**config.mk**
```make
export PLATFORM = sky130hd
export DESIGN_NAME = stopwatch_logic_flat
export DESIGN_NICKNAME = d
export VERILOG_FILES = /design/src/rtl/stopwatch_pkg.sv /design/src/rtl/stopwatch_logic_if.sv /design/src/rtl/mod_counter.sv /design/src/rtl/stopwatch_logic.sv /design/src/flat_wrapper.sv
export SDC_FILE = /design/constraint.sdc
export NUM_CORES = 1
export LEC_CHECK = 0
export CELL_PAD_IN_SITES_DETAIL_PLACEMENT = 1
export CELL_PAD_IN_SITES_GLOBAL_PLACEMENT = 1
export CORE_UTILIZATION = 44
export DETAILED_ROUTE_END_ITERATION = 7
export PLACE_DENSITY_LB_ADDON = 0.08
export SLEW_MARGIN = 20
export SYNTH_ARGS = -nofsm -noshare
export SYNTH_HDL_FRONTEND = slang
export SYNTH_HIERARCHICAL = 1
export SYNTH_SLANG_ARGS = --single-unit
export TNS_END_PERCENT = 50
```
**constraint.sdc**
```tcl
create_clock -name CLK_100Hz -period 4.8 [get_ports CLK_100Hz]
set_input_delay 1.2 -clock CLK_100Hz [delete_from_list [all_inputs] [get_ports CLK_100Hz]]
set_output_delay 1.2 -clock CLK_100Hz [all_outputs]
set_load 0.02 [all_outputs]
```
**src/rtl/stopwatch_pkg.sv**
```systemverilog
// Shared widths, default terminal values and the time record for the stopwatch core.
package stopwatch_pkg;

  localparam int unsigned DECS_W = 7;
  localparam int unsigned SECS_W = 6;
  localparam int unsigned MINS_W = 7;

  localparam int unsigned DEF_DECS_MAX = 99;
  localparam int unsigned DEF_SECS_MAX = 59;
  localparam int unsigned DEF_MINS_MAX = 99;

  typedef struct packed {
    logic [MINS_W-1:0] mins;
    logic [SECS_W-1:0] secs;
    logic [DECS_W-1:0] decs;
  } time_t;

endpackage

```
**src/rtl/stopwatch_logic_if.sv**
```systemverilog
// Control levels in, displayed time and overflow flag out.
interface stopwatch_logic_if;
  import stopwatch_pkg::*;

  logic              start_stop;
  logic              hold;
  logic [MINS_W-1:0] stopwatch_unit_mins;
  logic [SECS_W-1:0] stopwatch_unit_secs;
  logic [DECS_W-1:0] stopwatch_unit_decs;
  logic              stopwatch_overflow;

  modport master (
    output start_stop,
    output hold,
    input  stopwatch_unit_mins,
    input  stopwatch_unit_secs,
    input  stopwatch_unit_decs,
    input  stopwatch_overflow
  );

  modport slave (
    input  start_stop,
    input  hold,
    output stopwatch_unit_mins,
    output stopwatch_unit_secs,
    output stopwatch_unit_decs,
    output stopwatch_overflow
  );

endinterface

```
**src/rtl/mod_counter.sv**
```systemverilog
// Modulo-(MAX+1) counter with synchronous clear; next_o exposes the post-edge value.
module mod_counter #(
  parameter int unsigned MAX   = 9,
  parameter int unsigned WIDTH = 4
) (
  input  logic             clk_i,
  input  logic             clear_i,
  input  logic             en_i,
  output logic [WIDTH-1:0] value_o,
  output logic [WIDTH-1:0] next_o,
  output logic             carry_o
);

  logic [WIDTH-1:0] value_q, value_d;
  logic             at_max;

  assign at_max = (value_q == WIDTH'(MAX));

  always_comb begin
    value_d = value_q;
    if (clear_i) begin
      value_d = '0;
    end else if (en_i) begin
      value_d = at_max ? '0 : value_q + WIDTH'(1);
    end
  end

  always_ff @(posedge clk_i) begin
    value_q <= value_d;
  end

  assign value_o = value_q;
  assign next_o  = value_d;
  assign carry_o = en_i && at_max;

endmodule

```
**src/rtl/stopwatch_logic.sv**
```systemverilog
// Stopwatch core: cascaded hundredths/seconds/minutes counters, saturating overflow, lap hold.
module stopwatch_logic
  import stopwatch_pkg::*;
#(
  parameter int unsigned DECS_MAX = DEF_DECS_MAX,
  parameter int unsigned SECS_MAX = DEF_SECS_MAX,
  parameter int unsigned MINS_MAX = DEF_MINS_MAX
) (
  input  logic              CLK_100Hz,
  input  logic              reset_n,
  stopwatch_logic_if.slave  sw
);

  logic              clear;
  logic              run;
  logic              sat;
  logic              en_decs;
  logic              carry_decs;
  logic              carry_secs;
  logic              unused_carry_mins;
  logic [DECS_W-1:0] decs_val, decs_next;
  logic [SECS_W-1:0] secs_val, secs_next;
  logic [MINS_W-1:0] mins_val, mins_next;
  time_t             cnt_next;
  time_t             disp_q, disp_d;
  logic              ovf_q, ovf_d;

  assign clear = !reset_n;
  assign run   = !sw.start_stop;
  assign sat   = (decs_val == DECS_W'(DECS_MAX)) && (secs_val == SECS_W'(SECS_MAX)) &&
                 (mins_val == MINS_W'(MINS_MAX));
  // Full scale freezes the count; the would-be wrap becomes the overflow flag instead.
  assign en_decs = run && !sat;

  mod_counter #(
    .MAX  (DECS_MAX),
    .WIDTH(DECS_W)
  ) u_decs (
    .clk_i  (CLK_100Hz),
    .clear_i(clear),
    .en_i   (en_decs),
    .value_o(decs_val),
    .next_o (decs_next),
    .carry_o(carry_decs)
  );

  mod_counter #(
    .MAX  (SECS_MAX),
    .WIDTH(SECS_W)
  ) u_secs (
    .clk_i  (CLK_100Hz),
    .clear_i(clear),
    .en_i   (carry_decs),
    .value_o(secs_val),
    .next_o (secs_next),
    .carry_o(carry_secs)
  );

  mod_counter #(
    .MAX  (MINS_MAX),
    .WIDTH(MINS_W)
  ) u_mins (
    .clk_i  (CLK_100Hz),
    .clear_i(clear),
    .en_i   (carry_secs),
    .value_o(mins_val),
    .next_o (mins_next),
    .carry_o(unused_carry_mins)
  );

  assign cnt_next = '{mins: mins_next, secs: secs_next, decs: decs_next};

  always_comb begin
    disp_d = disp_q;
    ovf_d  = ovf_q;
    if (clear) begin
      disp_d = '0;
      ovf_d  = 1'b0;
    end else begin
      if (run && sat) begin
        ovf_d = 1'b1;
      end
      // Loading the post-edge count keeps the display in step with the live count.
      if (sw.hold) begin
        disp_d = cnt_next;
      end
    end
  end

  always_ff @(posedge CLK_100Hz) begin
    disp_q <= disp_d;
    ovf_q  <= ovf_d;
  end

  assign sw.stopwatch_unit_mins = disp_q.mins;
  assign sw.stopwatch_unit_secs = disp_q.secs;
  assign sw.stopwatch_unit_decs = disp_q.decs;
  assign sw.stopwatch_overflow  = ovf_q;

endmodule

```
**src/flat_wrapper.sv**
```systemverilog
// flat-port wrapper written by rule: the top's interface ports become plain ports
module stopwatch_logic_flat import stopwatch_pkg::*;
#(
  parameter int unsigned DECS_MAX = DEF_DECS_MAX,
  parameter int unsigned SECS_MAX = DEF_SECS_MAX,
  parameter int unsigned MINS_MAX = DEF_MINS_MAX
)
  (CLK_100Hz, reset_n, sw_start_stop, sw_hold, sw_stopwatch_unit_mins, sw_stopwatch_unit_secs, sw_stopwatch_unit_decs, sw_stopwatch_overflow);
  stopwatch_logic_if sw_i ();
  input  logic CLK_100Hz;
  input  logic reset_n;
  input wire logic [$bits(sw_i.start_stop)-1:0] sw_start_stop;
  input wire logic [$bits(sw_i.hold)-1:0] sw_hold;
  output wire logic [$bits(sw_i.stopwatch_unit_mins)-1:0] sw_stopwatch_unit_mins;
  output wire logic [$bits(sw_i.stopwatch_unit_secs)-1:0] sw_stopwatch_unit_secs;
  output wire logic [$bits(sw_i.stopwatch_unit_decs)-1:0] sw_stopwatch_unit_decs;
  output wire logic [$bits(sw_i.stopwatch_overflow)-1:0] sw_stopwatch_overflow;
  assign sw_i.start_stop = sw_start_stop;
  assign sw_i.hold = sw_hold;
  assign sw_stopwatch_unit_mins = sw_i.stopwatch_unit_mins;
  assign sw_stopwatch_unit_secs = sw_i.stopwatch_unit_secs;
  assign sw_stopwatch_unit_decs = sw_i.stopwatch_unit_decs;
  assign sw_stopwatch_overflow = sw_i.stopwatch_overflow;
  stopwatch_logic #(.DECS_MAX(DECS_MAX), .SECS_MAX(SECS_MAX), .MINS_MAX(MINS_MAX)) u_core (.CLK_100Hz(CLK_100Hz), .reset_n(reset_n), .sw(sw_i));
endmodule
```
# Word-level counts from Yosys, hierarchy flattened
# Cells that the tools add are included.
totals:
  output_inout_bits: 21
  inputBits: 4
  word_cells: 30
  register_bits: 41
op_classes:
  n_reduce_logical: 8
  n_addsub: 3
  mux: 9
  eq_ne: 3
op_table:
  columns: ["cell", "n"]
  rows:
  - ["7-bit two-way mux", 6]
  - ["6-bit two-way mux", 3]
  - ["7-bit by 1-bit adder with 7-bit output (second input constant)", 2]
  - ["7-bit == test (second input constant)", 2]
  - ["6-bit by 1-bit adder with 6-bit output (second input constant)", 1]
  - ["6-bit == test (second input constant)", 1]
  - ["1-bit logical AND", 6]
  - ["1-bit zero test", 2]

# Depth between registers and ports, before layout
logic_depth:
  depth_word: 9
  ltp_mapped: 14
  ltp_nobuf: 12

# Hierarchy
# Netlist, hierarchy kept.
modules_own_cells:
  columns: ["mod", "cells_per_inst", "instances", "seq_area_each_um2", "area_per_inst_um2"]
  rows:
  - ["stopwatch_logic", 76, 1, 420.4, 807.0]
  - ["mod_counter (u_core.u_decs ...)", 34, 2, 140.1, 342.8]
  - ["mod_counter (u_core.u_secs)", 29, 1, 120.1, 271.5]

# Least setup slack after synthesis
# Ideal clock, no wire load.
synth_timing:
  kind: "input port to flip-flop"
  start: "input sw_start_stop"
  end: "register u_core.disp_q, in the netlist u_core/sw.stopwatch_unit_mins[5]"
  t_arrival_ns: 3.140
  t_required_ns: 4.736
  n_path_buf: 2
  slack_ns: 1.595
  cell_stages: 12
  setup_time_ns: 0.064
  cell_sequence: "a21oi_1 buf_6 nand4b_1 nor2_1 nand3_2 nor2_1 buf_6 nand4_2 or3_1 a21oi_1 mux2i_1 nor2_1"
synth_via:
  elab_chain_len: 6
synth_lines:
  columns: ["element", "line_no", "rtl"]
  rows:
  - ["start: declaration", "flat_wrapper.sv:12", "input wire logic [$bits(sw_i.start_stop)-1:0] sw_start_stop;"]
  - ["1-bit zero test", "stopwatch_logic.sv:29", "assign run = !sw.start_stop;"]
  - ["1-bit logical AND", "stopwatch_logic.sv:33", "assign en_decs = run && !sat;"]
  - ["1-bit logical AND", "mod_counter.sv:34", "assign carry_o = en_i && at_max;"]
  - ["via u_core.carry_decs", "stopwatch_logic.sv:18", "logic carry_decs;"]
  - ["1-bit logical AND", "mod_counter.sv:34", null]
  - ["via u_core.carry_secs", "stopwatch_logic.sv:19", "logic carry_secs;"]
  - ["7-bit two-way mux", "mod_counter.sv:23", "end else if (en_i) begin"]
  - ["7-bit two-way mux", "mod_counter.sv:21", "if (clear_i) begin"]
  - ["via u_core.mins_next[5]", "stopwatch_logic.sv:23", "logic [MINS_W-1:0] mins_val, mins_next;"]
  - ["end signal: assignment", "stopwatch_logic.sv:91", "disp_q <= disp_d;"]
  - ["end: declaration", "stopwatch_logic.sv:25", "time_t disp_q, disp_d;"]
# The timed path passes the listed nets, and every way through them passes these cells.
# A chain may end at the register's enable or synchronous reset.

# Worst setup path in the final report
layout_timing:
  start: "input sw_start_stop"
  end: "register u_core.disp_q, in the netlist u_core/sw.stopwatch_unit_mins[5]"
layout_via:
  elab_chain_len: 6
layout_lines:
  columns: ["element", "line_no", "rtl"]
  rows:
  - ["1-bit zero test", "stopwatch_logic.sv:29", null]
  - ["1-bit logical AND", "stopwatch_logic.sv:33", null]
  - ["via u_core.en_decs", "stopwatch_logic.sv:17", "logic en_decs;"]
  - ["1-bit logical AND", "mod_counter.sv:34", null]
  - ["via u_core.carry_decs", "stopwatch_logic.sv:18", null]
  - ["1-bit logical AND", "mod_counter.sv:34", null]
  - ["via u_core.carry_secs", "stopwatch_logic.sv:19", null]
  - ["7-bit two-way mux", "mod_counter.sv:23", null]
  - ["7-bit two-way mux", "mod_counter.sv:21", null]
  - ["via u_core.mins_next[5]", "stopwatch_logic.sv:23", null]
# The timed path passes the listed nets, and every way through them passes these cells.

==> flow_summary.toml <==
[route]
drt-initial-drc-count = 22
ant_nets = 0
drc = 0
firstDrtPassIters = 2
detail_route.wirelength_mm = 3.73
wire_per_inst_um = 15.2
via_per_inst = 5.32
dr_total_vias = 1309

[worst_setup_path]
r2r-start = "u_core/u_mins/value_o[2]$_DFF_P_"
reg2reg_depth = 13
cpMaxStageDelayCell = "nor2_1"
path_max_fanout = 6
setup.worst_path.end = "u_core/sw.stopwatch_unit_mins[5]$_SDFFE_PN0P_"
startpoint_type = "input pin"
slowest_delay_ns = 0.43
r2r-end = "u_core/sw.stopwatch_unit_mins[5]$_SDFFE_PN0P_"
crit_start = "sw_start_stop"
path_common_cell = "nor2_1"
worst-setup-path-type = "in -> reg"
crit_arrival_ns = 4.12
path_cells = "clkdlybuf4s50_1 -> a21oi_1 -> buf_4 -> nand4b_1 -> nor2_1 -> nand3_2 -> nor2_1 -> nand4_2 -> or3_1 -> a21oi_1 -> mux2i_1 -> nor2_1"
cp_data_required_time_ns = 5.02
worstSetupEndpointType = "flop"
r2r_setup_slack_ns = 1.52

[layout]
num_antenna_cells = 0
final_common_cell = "dfxtp_1"
areaGrowthSynthToFinish_pct = 19.5
final_layout_size_suffix_gt1_share_pct = 11.6
layout_common_cells = "dfxtp_1 (41), nor2_1 (38), clkdlybuf4s50_1 (24)"
nets = 206

[synth]
synth_cells = 172
synth_nets = 179
netlist_area_mm2 = 0.00176
syn_avg_cell_area_um2 = 10.2
ys_warn_count = 6

[die]
dieArea_mm2 = 0.00426
fp-row-count = 22
core-area_mm2 = 0.00374
die_y_um = 65.3
ios = 25
initial_core_util_pct = 47.0
die_width_um = 65.3

[grt]
grtUsageTotal_pct = 19.8
grt_max_degree = 27
antenna_found_initial = 0
grt_pass1_wl_mm = 6.29
grt_pass1_vias = 1334
grt.overflow.total = 0

[clocking]
cts_tree = "built"
cts-resized-gates = 0
clkTransAtPathRegs_ns = 0.07
cts_max_path_buffers = 2
numCtsBuffers = 5
post-cts-setup-buffer-count = 0
cts_root_buf = "clkbuf_8"
cts_hold_buf = 0
clkSinkCount = 41
cts_htree_levels = 2
insertion_delay_ns = 0.29

[timing]
setup_viol = 0
fin_crit_sh_pct = 81.2
rsz0062_at_grt = "false"
final-hold-violation-count = 0
fmax_mhz = 257
slew_violations = 0
fin_skew_ns = 0.00364
fin_crit_ns = 3.90
finalSetupTns_ns = 0
tightest_slew_ns = 0.842
slew-limit-headroom_pct = 43.8

[flow_run]
maxCapViolCount = 0

[status]
outcome = "completed"

[power_and_ir_drop]
p_per_area_mw_per_mm2 = 275
ir_drop_uv = 143
p_leak_nw = 0.821
power_mw = 0.577

[placed_design]
place_hpwl_mm = 2.74
globalplace.congestion = 0.791
port_buffers = 24

[min_path]
hold_class = "reg -> reg"
min_from = "u_core/sw.stopwatch_unit_decs[6]$_SDFFE_PN0P_"
-- critical path: cells and delay by family --
kind,cells,cell delay [ns]
mux,1,0.11
simple gates,7,1.87
buf+inv,2,0.60
compound gates,2,0.33
-- area by class of cell --
| cell class | count | area, um2 |
|---|---|---|
| fill | 426 | 1640 |
| multi-input combinational | 124 | 890 |
| sequential | 41 | 821 |
| timing repair buffer | 26 | 255 |
| clock buffer | 5 | 68.8 |
| tap | 48 | 60.1 |
| clock inverter | 1 | 5.00 |
| inverter | 1 | 3.75 |
-- where the power goes --
group          internal (mW)  switching (mW)
Sequential             0.343         0.00311
Combinational         0.0131          0.0172
Clock                 0.0955           0.106
Total                  0.451           0.126
-- sequential cells by signal (all words and copies together) (netlist names) --
name and count:
u_core/sw.stopwatch_unit_secs 6, u_core/u_decs/value_o 7, u_core/u_mins/value_o 7, u_core/sw.stopwatch_unit_mins 7
u_core/sw.stopwatch_unit_decs 7, u_core/sw.stopwatch_overflow 1, u_core/u_secs/value_o 6
-- through the flow --
| stage | cells | hold WS [ns] | setup WS, ns | instance area [um2] | utilization (%) |
|---|---|---|---|---|---|
| after floorplan | 172 | 0.495 | 1.60 | 1760 | - |
| final | 246 | 0.498 | 0.903 | 2100 | 56.2 |
| after global placement | 240 | 0.455 | 0.796 | 2030 | 54.2 |
| after global routing | 246 | 0.537 | 0.552 | 2100 | 56.2 |
| after detailed placement | 240 | 0.486 | 0.632 | 2030 | 54.2 |
| after CTS | 246 | 0.505 | 0.883 | 2100 | 56.2 |
-- how the worst min path moves through the flow --
stage | end | slack, ns | cells after the start
global route | u_core/sw.stopwatch_unit_secs[0]$_SDFFE_PN0P_ | 0.54 | 2
floorplan | u_core/u_decs/value_o[6]$_DFF_P_ | 0.49 | 2
global placement | u_core/sw.stopwatch_overflow$_SDFFE_PN0P_ | 0.46 | 1
finish | u_core/sw.stopwatch_unit_decs[6]$_SDFFE_PN0P_ | 0.50 | 2
CTS | u_core/sw.stopwatch_unit_secs[0]$_SDFFE_PN0P_ | 0.50 | 2
detailed placement | u_core/sw.stopwatch_unit_secs[0]$_SDFFE_PN0P_ | 0.49 | 2
-- layer usage --
metal  share of wire [%]  track usage [%]
met2                  50             33.9
met4                 1.4             8.15
met1                  45             22.8
met5                   0                0
met3                 3.2             5.73
(Power assumes the default switching activity.)
